===== config.mk =====
export PLATFORM = sky130hd
export DESIGN_NAME = reaction_sequencer
export DESIGN_NICKNAME = d
export VERILOG_FILES = /design/src/rtl/reaction_pkg.sv /design/src/rtl/rise_detect.sv /design/src/rtl/reaction_sequencer.sv
export SDC_FILE = /design/constraint.sdc
export NUM_CORES = 1
export LEC_CHECK = 0
export BUFFER_PORTS_ARGS = -buffer_cell sky130_fd_sc_hd__buf_2
export CAP_MARGIN = 20
export CORE_MARGIN = 2
export CORE_UTILIZATION = 50
export DETAILED_ROUTE_END_ITERATION = 8
export GPL_TIMING_DRIVEN = 0
export PLACE_DENSITY_LB_ADDON = 0.12
export SYNTH_ARGS = -nofsm -noshare
export SYNTH_HDL_FRONTEND = slang
export SYNTH_SLANG_ARGS = --single-unit

===== constraint.sdc =====
create_clock -name clk1hz -period 2.12 [get_ports clk1hz]
set_input_delay 0.318 -clock clk1hz [delete_from_list [all_inputs] [get_ports clk1hz]]
set_output_delay 0.318 -clock clk1hz [all_outputs]
set_load 0.02 [all_outputs]

===== src/rtl/reaction_pkg.sv =====
// Shared definitions for the reaction-time game.
//   state_t  : sequencer states, encoded as they appear on the state port
//   BCD_W    : width of the three-digit BCD result / high score
//   NO_SCORE : high-score value meaning "nothing recorded yet"
//   beats_best() : true when a result should replace the stored best
package reaction_pkg;

    typedef enum logic [1:0] {
        ST_IDLE  = 2'd0,
        ST_WAIT  = 2'd1,
        ST_COUNT = 2'd2,
        ST_SHOW  = 2'd3
    } state_t;

    localparam int BCD_W = 12;
    localparam logic [BCD_W-1:0] NO_SCORE = '0;

    // A zero result is never a valid score; an empty slot accepts anything else.
    // BCD digits compare correctly as plain unsigned binary.
    function automatic logic beats_best(input logic [BCD_W-1:0] result,
                                        input logic [BCD_W-1:0] best);
        return (result != NO_SCORE) && ((best == NO_SCORE) || (result < best));
    endfunction

endpackage


===== src/rtl/rise_detect.sv =====
// Rising-edge detector for a debounced button level.
//   clk   : sampling clock
//   rst   : asynchronous, active-high reset
//   level : button level
//   pulse : one-cycle-wide (combinational) pulse on a low-to-high transition
// After reset the detector is disarmed until level has been seen low on a
// clock edge, so a button held through reset does not count as a press.
module rise_detect (
    input  logic clk,
    input  logic rst,
    input  logic level,
    output logic pulse
);

    logic level_q_reg;
    logic armed_reg;

    always_ff @(posedge clk or posedge rst) begin
        if (rst) begin
            level_q_reg <= 1'b0;
            armed_reg   <= 1'b0;
        end else begin
            level_q_reg <= level;
            if (!level)
                armed_reg <= 1'b1;
        end
    end

    assign pulse = level & ~level_q_reg & armed_reg;

endmodule


===== src/rtl/reaction_sequencer.sv =====
// Reaction-time game sequencer.
//   clk1hz      : 1 Hz game clock
//   resetButton : asynchronous, active-high reset
//   run         : debounced run button level
//   rand_delay  : random wait length in seconds
//   result_bcd  : hundredths counter value (3 BCD digits)
//   state       : 0 IDLE, 1 WAIT, 2 COUNT, 3 SHOW
//   count_clr   : clears the BCD counter chain (IDLE/WAIT)
//   count_en    : enables the BCD counter chain (COUNT)
//   ready_time  : latched wait length of this round
//   timer       : seconds elapsed in WAIT or COUNT
//   high_score  : best (lowest) result so far, 0 = none
//   new_high / false_start / timed_out : outcome flags of the last round
module reaction_sequencer
    import reaction_pkg::*;
#(
    parameter int MIN_WAIT = 1,
    parameter int TIMEOUT  = 9
) (
    input  logic              clk1hz,
    input  logic              resetButton,
    input  logic              run,
    input  logic [3:0]        rand_delay,
    input  logic [BCD_W-1:0]  result_bcd,
    output logic [1:0]        state,
    output logic              count_clr,
    output logic              count_en,
    output logic [3:0]        ready_time,
    output logic [3:0]        timer,
    output logic [BCD_W-1:0]  high_score,
    output logic              new_high,
    output logic              false_start,
    output logic              timed_out
);

    localparam logic [3:0] MIN_WAIT_4 = 4'(MIN_WAIT);
    localparam logic [3:0] TIMEOUT_M1 = 4'(TIMEOUT - 1);

    logic press;

    rise_detect u_rise_detect (
        .clk   (clk1hz),
        .rst   (resetButton),
        .level (run),
        .pulse (press)
    );

    state_t             state_reg, state_next;
    logic [3:0]         timer_reg, timer_next;
    logic [3:0]         ready_time_reg, ready_time_next;
    logic [BCD_W-1:0]   high_score_reg, high_score_next;
    logic               new_high_reg, new_high_next;
    logic               false_start_reg, false_start_next;
    logic               timed_out_reg, timed_out_next;
    // Set on entry to SHOW so the score comparison happens on exactly one edge.
    logic               score_pending_reg, score_pending_next;

    always_ff @(posedge clk1hz or posedge resetButton) begin
        if (resetButton) begin
            state_reg         <= ST_IDLE;
            timer_reg         <= '0;
            ready_time_reg    <= '0;
            high_score_reg    <= NO_SCORE;
            new_high_reg      <= 1'b0;
            false_start_reg   <= 1'b0;
            timed_out_reg     <= 1'b0;
            score_pending_reg <= 1'b0;
        end else begin
            state_reg         <= state_next;
            timer_reg         <= timer_next;
            ready_time_reg    <= ready_time_next;
            high_score_reg    <= high_score_next;
            new_high_reg      <= new_high_next;
            false_start_reg   <= false_start_next;
            timed_out_reg     <= timed_out_next;
            score_pending_reg <= score_pending_next;
        end
    end

    always_comb begin
        state_next         = state_reg;
        timer_next         = timer_reg;
        ready_time_next    = ready_time_reg;
        high_score_next    = high_score_reg;
        new_high_next      = new_high_reg;
        false_start_next   = false_start_reg;
        timed_out_next     = timed_out_reg;
        score_pending_next = score_pending_reg;

        case (state_reg)
            ST_IDLE: begin
                if (press) begin
                    state_next       = ST_WAIT;
                    ready_time_next  = (rand_delay < MIN_WAIT_4) ? MIN_WAIT_4 : rand_delay;
                    timer_next       = '0;
                    false_start_next = 1'b0;
                    new_high_next    = 1'b0;
                    timed_out_next   = 1'b0;
                end
            end
            ST_WAIT: begin
                // A press wins even on the edge where the wait would expire.
                if (press) begin
                    state_next       = ST_IDLE;
                    false_start_next = 1'b1;
                    timer_next       = '0;
                end else if (timer_reg == ready_time_reg - 4'd1) begin
                    state_next = ST_COUNT;
                    timer_next = '0;
                end else begin
                    timer_next = timer_reg + 4'd1;
                end
            end
            ST_COUNT: begin
                if (press) begin
                    state_next         = ST_SHOW;
                    timer_next         = '0;
                    score_pending_next = 1'b1;
                end else if (timer_reg == TIMEOUT_M1) begin
                    state_next         = ST_SHOW;
                    timed_out_next     = 1'b1;
                    timer_next         = '0;
                    score_pending_next = 1'b1;
                end else begin
                    timer_next = timer_reg + 4'd1;
                end
            end
            ST_SHOW: begin
                if (score_pending_reg) begin
                    score_pending_next = 1'b0;
                    if (!timed_out_reg && beats_best(result_bcd, high_score_reg)) begin
                        high_score_next = result_bcd;
                        new_high_next   = 1'b1;
                    end
                end
                if (press)
                    state_next = ST_IDLE;
            end
            default: state_next = ST_IDLE;
        endcase
    end

    assign state       = state_reg;
    assign count_clr   = (state_reg == ST_IDLE) || (state_reg == ST_WAIT);
    assign count_en    = (state_reg == ST_COUNT);
    assign ready_time  = ready_time_reg;
    assign timer       = timer_reg;
    assign high_score  = high_score_reg;
    assign new_high    = new_high_reg;
    assign false_start = false_start_reg;
    assign timed_out   = timed_out_reg;

endmodule


# Word-level counts from Yosys, hierarchy flattened

Cells that the tools add are included.

Register bits after elaboration: 28
Input port bits: 19
Output and inout bits: 27
Logic and storage cells: 77

Add/subtract/negate cells: 2
Order comparisons: 2
Equal/unequal tests: 14
Muxes and demuxes: 25
Bitwise logic cells: 3
Reduce and logical (&&, ||, !) cells: 21

Operator list:

| cell                                                   | count |
|---|---|
| two-way mux 4 bit                                      | 6 |
| zero test 12 bit                                       | 1 |
| < comparator 12 bit                                    | 1 |
| two-way mux 2 bit                                      | 6 |
| inequality test 2 bit (second input constant)          | 6 |
| one-hot mux 4 bit (3 select lines)                     | 1 |
| AND reduction 4 bit                                    | 3 |
| nonzero test 12 bit                                    | 1 |
| one-hot mux 1 bit (2 select lines)                     | 4 |
| one-hot mux 2 bit (4 select lines)                     | 1 |
| nonzero test 2 bit                                     | 4 |
| two-way mux 1 bit                                      | 7 |
| AND reduction 2 bit                                    | 3 |
| AND reduction 3 bit                                    | 2 |
| adder 4 x 1 -> 4 bit (second input constant)           | 1 |
| == test 2 bit (second input constant)                  | 2 |
| == test 4 bit                                          | 1 |
| == test 4 bit (second input constant)                  | 1 |
| < comparator 4 x 1 -> 1 bit (second input constant)    | 1 |
| subtractor 4 x 1 -> 4 bit (second input constant)      | 1 |
| inequality test 3 x 1 -> 1 bit (second input constant) | 1 |
| inequality test 3 bit (second input constant)          | 1 |
| nonzero test 3 bit                                     | 1 |
| AND 1 bit                                              | 2 |
| other kinds (7)                                        | 9 |

# Logic depth before layout (Yosys ltp)

Gate-level depths: netlist of the first run.

Depth in word-level cells: 7
Mapped depth: 8
Depth with buffers taken out: 7

# By module

A second synthesis of the first run with hierarchy kept.

Cell total of the unflattened synthesis: 196
Area, all modules: 1878.1 um2

Modules (own cells, without submodules):

| module             | instances | cells an instance | area each (um2) | seq. area each (um2) |
|---|---|---|---|---|
| reaction_sequencer | 1         | 191               | 1809.2          | 650.6 |
| rise_detect        | 1         | 5                 | 68.8            | 50.0 |

# Worst setup path before layout of the first run

No wires, ideal clock.

Kind: register -> register
From: reg state_reg[0], in the netlist state[0]
To: reg (tool-made name)
Setup time: 79 ps
Arrival: 2026 ps
Path slack: 15 ps
Cell stages (with the launch flop): 8
Buffers on the path: 1
Clock period less this slack: 2105 ps
Cell sequence: dfrtp_1 inv_1 ha_1 clkbuf_1 a211o_1 or4_1 a21oi_1 mux2i_1

RTL lines:

| item                   | line                     | source |
|---|---|---|
| from (decl)            | reaction_sequencer.sv:48 | `state_t state_reg, state_next;` |
| from (signal assigned) | reaction_sequencer.sv:69 | `state_reg <= state_next;` |

==> impl_metrics.json, run 1 <==
{
  "run_status": "completed",
  "end_kind": "register",
  "rr_worst_depth": 7,
  "fin_nets": 273,
  "start_kind": "register",
  "synth_ff_type": "dfrtp_1",
  "max-cap-violations": 0,
  "power_mw": 3.12,
  "power_density_nw_per_um2": 1410,
  "placementRows": 21,
  "synthCells": 172,
  "setup_tns_ns": 0,
  "dr.first_iter.drc_count": 92,
  "post_route_cells_drive_above_1_share": 0.338,
  "place_congestion": 0.840,
  "start_util": 0.519,
  "max_freq_ghz": 0.488,
  "routedWlPerCell_um": 14.6,
  "die_area_sq_um": 3950,
  "timing_hold_violations_final": 0,
  "track_usage": 0.202,
  "die_y_um": 62.8,
  "critical_path_class": "register to register",
  "pin_count": 46,
  "synth.yosys.seq_area_share": 0.405,
  "drtAntennaViolNets": 0,
  "cts_buffer_depth": 2,
  "worst_pin_slew_ns": 0.477,
  "routed_wl_um": 4100,
  "cts-root-buf": "clkbuf_4",
  "grt_pass1_wl_um": 6470,
  "slew_violations": 0,
  "synthTopCellsByArea": "dfrtp_1, ha_1, a22o_1, inv_1, nand2_1",
  "yosysWarnings": 0,
  "drc": 0,
  "finClkSkew_ns": 0.00598,
  "synth_top_area_frac": 0.405,
  "fin_crit_ns": 2.05,
  "min_path_cells": 1,
  "cp.arrival_ns": 2.33,
  "dp_hpwl_um": 2870,
  "setup_viol": 0,
  "ys_types": 42,
  "numPortBuffers": 45,
  "fin_crit_sh": 0.966,
  "cts_tree": "done",
  "vias": 1520,
  "p_leak_nw": 1.09,
  "largest_reg_flops": 12,
  "floorplan.die.width_um": 62.8,
  "syn_nets": 210,
  "insertion_delay_ns": 0.34,
  "vdd_drop_max_uv": 805,
  "antenna_found_initial": 0,
  "cp_max_fo": 6,
  "cts-htree-levels": 1,
  "required_ns": 2.40,
  "core_area_sq_um": 3340,
  "drt_first_pass_iters": 4,
  "hold_path_class": "input port to register",
  "antennaDiodeCount": 0,
  "grt_max_degree": 29,
  "drt-vias-per-instance": 5.43,
  "synth_seq_cells": 28,
  "path_clk_slew_ns": 0.17,
  "slew_headroom": 0.682,
  "cts.sinks": 28,
  "overflow": 0,
  "synth_area_sq_um": 1730,
  "area_growth_pct": 27.8,
  "synth_edf_count": 0,
  "synth_top_cell_by_area": "dfrtp_1",
  "first_global_vias": 1410,
  "async_reset_ff_frac": 1.00,
  "numCtsBuffers": 3,
  "syn_area_per_cell_sq_um": 10.1
}
-- cell usage in the layout, fill, tap and decap left out, types with 3 or more instances in the layout --
| master | synthesis | layout |
|---|---|---|
| a21oi_1 | 8 | 6 |
| a21oi_4 | 1 | 3 |
| a22o_1 | 13 | 13 |
| buf_2 | 0 | 45 |
| buf_4 | 0 | 10 |
| clkbuf_4 | 0 | 3 |
| dfrtp_1 | 28 | 26 |
| ha_1 | 19 | 18 |
| inv_1 | 21 | 21 |
| mux2_2 | 3 | 3 |
| nand2_1 | 15 | 15 |
| nand2b_1 | 4 | 4 |
| nand3b_1 | 3 | 3 |
| nor2_1 | 4 | 4 |
| nor3_1 | 5 | 5 |
| nor4_1 | 6 | 6 |
| o21ai_0 | 7 | 6 |
| xnor2_1 | 4 | 4 |
-- report_power, final --
group	leakage, nW	internal, mW	switching, mW
Clock	0.0210	0.105	0.176
Sequential	0.340	0.744	0.197
Combinational	0.728	0.817	1.08
-- repair_timing --
item,CTS,global route
hold endpoints to repair,0,8
resized for setup,1,10
hold buffers,0,1
pin swaps,0,2
cloned,0,1
setup buffers,2,8
endpoints found under the setup margin,1,13
-- final cells by class --
cell class / instances / area (sq um)
Fill cell: 296 / 1130
Multi-Input combinational cell: 122 / 982
Sequential cell: 28 / 703
Timing Repair Buffer: 57 / 338
Inverter: 21 / 78.8
Tap cell: 46 / 57.6
Clock buffer: 4 / 36.3
Buffer: 2 / 15.0
-- kinds of logic after synthesis --
group / after synthesis / share of synthesized area
simple gates: 43 / 0.127
mux: 5 / 0.0311
flops: 28 / 0.405
buf+inv: 23 / 0.0542
xor+xnor: 6 / 0.0304
fa+ha+maj: 19 / 0.137
compound gates: 48 / 0.215
-- synth_stat cells (2+ instances only) --
library cell  instances
a21oi_1               8
a22o_1               13
a31o_2                2
dfrtp_1              28
ha_1                 19
inv_1                21
mux2_2                3
mux2i_1               2
nand2_1              15
nand2b_1              4
nand3b_1              3
nor2_1                4
nor3_1                5
nor4_1                6
o211ai_1              2
o21ai_0               7
xnor2_1               4
xor2_1                2
-- metrics by stage --
stage	util	setup WS (ns)	instances	cell area, sq um	hold WS (ns)
floorplan	-	0.0149	172	1730	0.349
global placement	0.603	0.0158	263	2010	0.464
detailed placement	0.603	-0.0470	263	2010	0.481
CTS	0.619	0.0138	269	2070	0.116
global route	0.663	-0.00874	280	2210	0.103
finish	0.663	0.0715	280	2210	0.117
-- layer usage --
| metal | track usage | up-vias | wire (um) |
|---|---|---|---|
| li1 | - | 754 | - |
| met1 | 0.287 | 716 | 1950 |
| met5 | 0 | - | 0 |
| met4 | 0.0528 | 0 | 42 |
| met2 | 0.323 | 46 | 1900 |
| met3 | 0.0288 | 4 | 207 |
-- worst max-delay path: stages (launching register included) --
cell	delay [ns]
dfrtp_2	0.48
inv_1	0.09
ha_1	0.14
nand3b_1	0.15
a211o_1	0.32
or4_4	0.44
a21oi_2	0.16
mux2i_1	0.21
-- final timing paths --
check / slack [ns] / startpoint / end
worst min-delay path: 0.12 / run / u_rise_detect.level_q_reg
worst min register to register: 0.53 / u_rise_detect.armed_reg / u_rise_detect.armed_reg
min in group asynchronous: 0.48 / resetButton / ready_time[2]
worst max-delay path: 0.07 / timer[0] / register
worst max register to register: 0.07 / timer[0] / register
max in group asynchronous: 1.20 / resetButton / timer[0]
Power figures use the tool's default switching activity.
==> inputs of run 2 (changes only) <==
REMOVE_ABC_BUFFERS = 1   (was unset)
==> run 2 against run 1 <==
First-iteration DRC count decreased by 14%. Sequential power increased by 1%. Power decreased by 6.0%. Critical path type unchanged.
==> impl_metrics.json, run 2 (synthesis results as in run 1) <==
{
  "insertion_delay_ns": 0.33,
  "final_cell_mix": "buf_2, dfrtp_1, inv_1",
  "pin_count": 46,
  "largest_reg_flops": 12,
  "path_clk_slew_ns": 0.15,
  "grt_max_degree": 29,
  "run_status": "completed",
  "use_met3": 0.0288,
  "fill_cells": 305,
  "cts_buffer_depth": 2,
  "p_leak_nw": 1.05,
  "overflow": 0,
  "finClkSkew_ns": 0.00305,
  "routed_wl_um": 3760,
  "max_freq_ghz": 0.485,
  "final-instance-count-excl-fill": 272,
  "fin_crit_ns": 2.06,
  "fin_nets": 265,
  "drc": 0,
  "cp.arrival_ns": 2.32,
  "grt-busiest-layer": "met2",
  "dp_hpwl_um": 2820,
  "grt_util_met1": 0.266,
  "final_common_cell": "buf_2",
  "reg2reg_from": "timer[0]",
  "cts-root-buf": "clkbuf_4",
  "min_path_cells": 1,
  "max-cap-violations": 0,
  "timing_hold_violations_final": 0,
  "worst_pin_slew_ns": 0.537,
  "slew_violations": 0,
  "numPortBuffers": 45,
  "floorplan.die.width_um": 62.8,
  "numCtsBuffers": 3,
  "first_global_vias": 1397,
  "drt-vias-per-instance": 5.54,
  "cts_tree": "done",
  "power_mw": 2.93,
  "placementRows": 21,
  "place_congestion": 0.849,
  "die_y_um": 62.8,
  "vias": 1507,
  "multiInputGateArea_sq_um": 958,
  "setup_viol": 0,
  "antennaDiodeCount": 0,
  "start_util": 0.519,
  "track_usage": 0.195,
  "post_route_cells_drive_above_1_share": 0.305,
  "die_area_sq_um": 3950,
  "end_kind": "register",
  "drtAntennaViolNets": 0,
  "vdd_drop_max_uv": 695,
  "min_to": "u_rise_detect.level_q_reg",
  "cts-htree-levels": 1,
  "required_ns": 2.37,
  "cp_max_fo": 5,
  "dr.first_iter.drc_count": 79,
  "rr_worst_depth": 7,
  "drt_first_pass_iters": 4,
  "dp_cells": 261,
  "power_density_nw_per_um2": 1380,
  "routedWlPerCell_um": 13.8,
  "hold_path_class": "input port to register",
  "reg2reg_setup_slack_ns": 0.06,
  "timing.hold.worst.start": "run",
  "fin_crit_sh": 0.973,
  "critical_path_class": "register to register",
  "seq_area_sq_um": 702,
  "cts.sinks": 28,
  "area_growth_pct": 22.8,
  "core_area_sq_um": 3340,
  "slew_headroom": 0.642,
  "antenna_found_initial": 0,
  "grt_pass1_wl_um": 6280,
  "rsz0062_at_grt": "yes",
  "start_kind": "register",
  "grt_use_met2": 0.325
}
[run 2: metal layers]
metal  part of all wire  wire (um)
met1               0.47       1770
met2               0.48       1820
met3              0.039        148
met4             0.0074         28
met5                  0          0
[run 2: power by group]
part | total (mW) | internal [mW] | switching [mW]
logic | 1.71 | 0.729 | 0.984
clock network | 0.264 | 0.105 | 0.159
registers | 0.954 | 0.743 | 0.211
total | 2.93 | 1.58 | 1.35
[run 2: timing repair]
action / 4_1_cts / 5_1_grt
hold buffers: 0 / 1
resized for setup: 5 / 0
setup endpoints to repair: 13 / 12
endpoints found under the hold margin: 0 / 4
pin swaps: 0 / 2
setup buffers: 0 / 4
gates cloned: 0 / 1
[run 2: layout make-up]
class,instances,area share
tap,46,0.0271
inverter,21,0.0371
clock buffer,4,0.0171
timing repair buffer,51,0.138
multi-input combinational,122,0.451
sequential,28,0.330
[run 2: worst max path at each step]
stage                        startpoint        endpoint  slack [ns]
after floorplan                state[0]        register        0.04
after global placement    result_bcd[7]   high_score[9]        0.03
after detailed placement  result_bcd[7]  high_score[10]       -0.04
after CTS                      timer[0]        register        0.03
after global routing           timer[0]        register       -0.02
final                          timer[0]        register        0.06
[run 2: worst max-delay path, stage by stage, from the launching register on]
cell,delay (ns)
dfrtp_2,0.47
inv_1,0.09
ha_1,0.15
nand3b_1,0.15
a211o_1,0.33
or4_4,0.44
a21oi_2,0.15
mux2i_1,0.22
[run 2: through the flow]
step / setup WS (ns) / setup TNS, ns / instance area, sq um / utilization / hold WS (ns)
6_report: 0.0573 / 0 / 2130 / 0.637 / 0.128
5_1_grt: -0.0169 / -0.0399 / 2130 / 0.637 / 0.110
4_1_cts: 0.0290 / 0 / 2050 / 0.614 / 0.119
3_5_place_dp: -0.0385 / -0.312 / 2000 / 0.599 / 0.476
3_3_place_gp: 0.0292 / 0 / 2000 / 0.599 / 0.466
2_1_floorplan: 0.0385 / 0 / 1720 / - / 0.349
==> inputs of run 3 (changes only) <==
ABC_AREA = 1   (was unset)
BUFFER_PORTS_ARGS = unset   (was -buffer_cell sky130_fd_sc_hd__buf_2)
DONT_BUFFER_PORTS = 1   (was unset)
==> run 3 against run 2 <==
First-iteration DRC count down 11%. Synthesized cell count grew 33%. Power shrank 5.4%. Global-route usage decreased by 1.4 points. Wire length fell by 4.7%. Clock-buffer cell count did not move. Area after synthesis up 7.3%.
==> impl_metrics.json, run 3 <==
{
  "run_status": "completed",
  "end_kind": "output port",
  "fin_crit_ns": 1.89,
  "grt_util_met1": 0.231,
  "cts.sinks": 28,
  "synth_edf_count": 0,
  "fin_nets": 273,
  "pin_count": 46,
  "synth_ff_type": "dfrtp_1",
  "drt_first_pass_iters": 4,
  "final_cell_mix": "nand2_1, inv_1, dfrtp_1",
  "dp_hpwl_um": 2730,
  "drc": 0,
  "reg2reg_from": "high_score[8]",
  "grt_use_met2": 0.313,
  "fin_crit_sh": 0.889,
  "start_kind": "register",
  "routed_wl_um": 3580,
  "synthCells": 228,
  "slew_violations": 0,
  "core_area_sq_um": 3610,
  "max_freq_ghz": 0.530,
  "synth-simple-area-share": 0.257,
  "routedWlPerCell_um": 12.7,
  "synth_top_cell_by_area": "dfrtp_1",
  "synth_top_family_by_area": "simple AND/OR/NAND/NOR gates",
  "slew_headroom": 0.646,
  "die_y_um": 64.9,
  "numCtsBuffers": 3,
  "yosysWarnings": 0,
  "finClkSkew_ns": 0.00272,
  "synth.yosys.seq_area_share": 0.377,
  "fin_hold_ws_ns": 0.0661,
  "grt_max_degree": 25,
  "placementRows": 22,
  "setup.worst_path.start": "state[0]",
  "antennaDiodeCount": 0,
  "timing_hold_violations_final": 0,
  "cts_buffer_depth": 2,
  "cp.arrival_ns": 1.57,
  "worst_pin_slew_ns": 0.530,
  "vias": 1404,
  "synth_area_sq_um": 1860,
  "insertion_delay_ns": 0.27,
  "first_global_vias": 1439,
  "synth_xor_area_frac": 0.0236,
  "p_leak_nw": 1.00,
  "synth_seq_cells": 28,
  "drtAntennaViolNets": 0,
  "synth-adder-area-share": 0.128,
  "required_ns": 1.80,
  "cts-root-buf": "clkbuf_8",
  "power_density_nw_per_um2": 1380,
  "setup_tns_ns": 0,
  "final_common_cell": "nand2_1",
  "hold_path_class": "input port to register",
  "critical_path_class": "register to output port",
  "floorplan.die.width_um": 64.9,
  "async_reset_ff_frac": 1.00,
  "timing.hold.worst.start": "run",
  "ys_types": 25,
  "cp_max_fo": 7,
  "synth_compound_area_frac": 0.116,
  "die_area_sq_um": 4220,
  "setup_viol": 0,
  "synth_top_area_frac": 0.377,
  "drt-vias-per-instance": 4.98,
  "vdd_drop_max_uv": 590,
  "area_growth_pct": 8.36,
  "path_clk_slew_ns": 0.10,
  "numPortBuffers": 0,
  "start_util": 0.515,
  "grt_pass1_wl_um": 6070,
  "grt-busiest-layer": "met2",
  "antenna_found_initial": 0,
  "place_congestion": 0.763,
  "cts_tree": "done",
  "cts-htree-levels": 1,
  "setup_ws_ns": 0.234,
  "rsz0062_at_grt": "no",
  "syn_area_per_cell_sq_um": 8.14,
  "place_ws_ns": 0.0699,
  "synthMuxAreaShare": 0,
  "use_met3": 0.0347,
  "yosysMostFrequentCell": "nand2_1",
  "max-cap-violations": 0,
  "ys_top_cells_by_count": "nand2_1, inv_1, dfrtp_1",
  "synthTopCellsByArea": "dfrtp_1, ha_1, nand2_1, inv_1, o21ai_2",
  "dr.first_iter.drc_count": 70,
  "largest_reg_flops": 12,
  "overflow": 0,
  "track_usage": 0.181,
  "post_route_cells_drive_above_1_share": 0.192
}
-- run 3: path summary, 6_finish.rpt --
path	slack, ns	depth (start not counted)	to
hold reg to reg	0.46	2	u_rise_detect.armed_reg
setup / recovery	0.23	4	count_clr
min in group asynchronous	0.52	2	high_score[0]
setup reg to reg	0.24	13	high_score[11]
max in group asynchronous	1.12	3	high_score[5]
hold / removal	0.07	0	u_rise_detect.level_q_reg
-- run 3: routing by layer --
| layer | vias up | wire length (um) |
|---|---|---|
| met5 | - | 0 |
| met4 | 0 | 25 |
| met1 | 630 | 1570 |
| met2 | 29 | 1790 |
| li1 | 743 | - |
| met3 | 2 | 194 |
-- run 3: kinds of logic (layout without fill, tap and decap cells) --
logic type	count (synthesis)	in the layout
AO/OA/AOI/OAI	34	34
adder cells (fa/ha/maj)	19	19
flip-flops	28	28
buffers and inverters	41	46
AND/OR/NAND/NOR	101	102
XOR/XNOR	5	5
-- run 3: timing repair --
item / 4_1_cts / 5_1_grt
hold endpoints to repair: 10 / 0
buffers inserted: 0 / 1
hold buffers: 1 / 0
setup endpoints to repair: 0 / 12
resized for setup: 0 / 5
-- run 3: worst max-delay path, stage by stage, from the launching register on --
cell,delay (ns)
dfrtp_1,0.59
inv_1,0.12
ha_1,0.27
inv_1,0.14
nand2_1,0.19
-- run 3: area by class of cell --
type	instances	area [sq um]
timing repair buffer	3	57.6
clock buffer	4	55.1
multi-input combinational	160	986
fill	352	1590
inverter	39	146
sequential	28	707
tap	48	60.1
-- run 3: power by group --
group | internal (mW) | total, mW | leakage (nW) | switching, mW
Clock | 0.166 | 0.331 | 0.0288 | 0.165
Combinational | 0.475 | 1.22 | 0.637 | 0.750
Sequential | 0.753 | 1.22 | 0.338 | 0.464
Total | 1.39 | 2.77 | 1.00 | 1.38
-- run 3: per-stage QoR --
step / cells / total power [mW] / utilization / instance area, sq um
2_1_floorplan: 226 / 2.18 / - / 1820
3_3_place_gp: 274 / 2.40 / 0.522 / 1880
3_5_place_dp: 275 / 2.43 / 0.529 / 1910
4_1_cts: 280 / 2.76 / 0.548 / 1970
5_1_grt: 282 / 3.09 / 0.558 / 2010
6_report: 282 / 2.77 / 0.558 / 2010
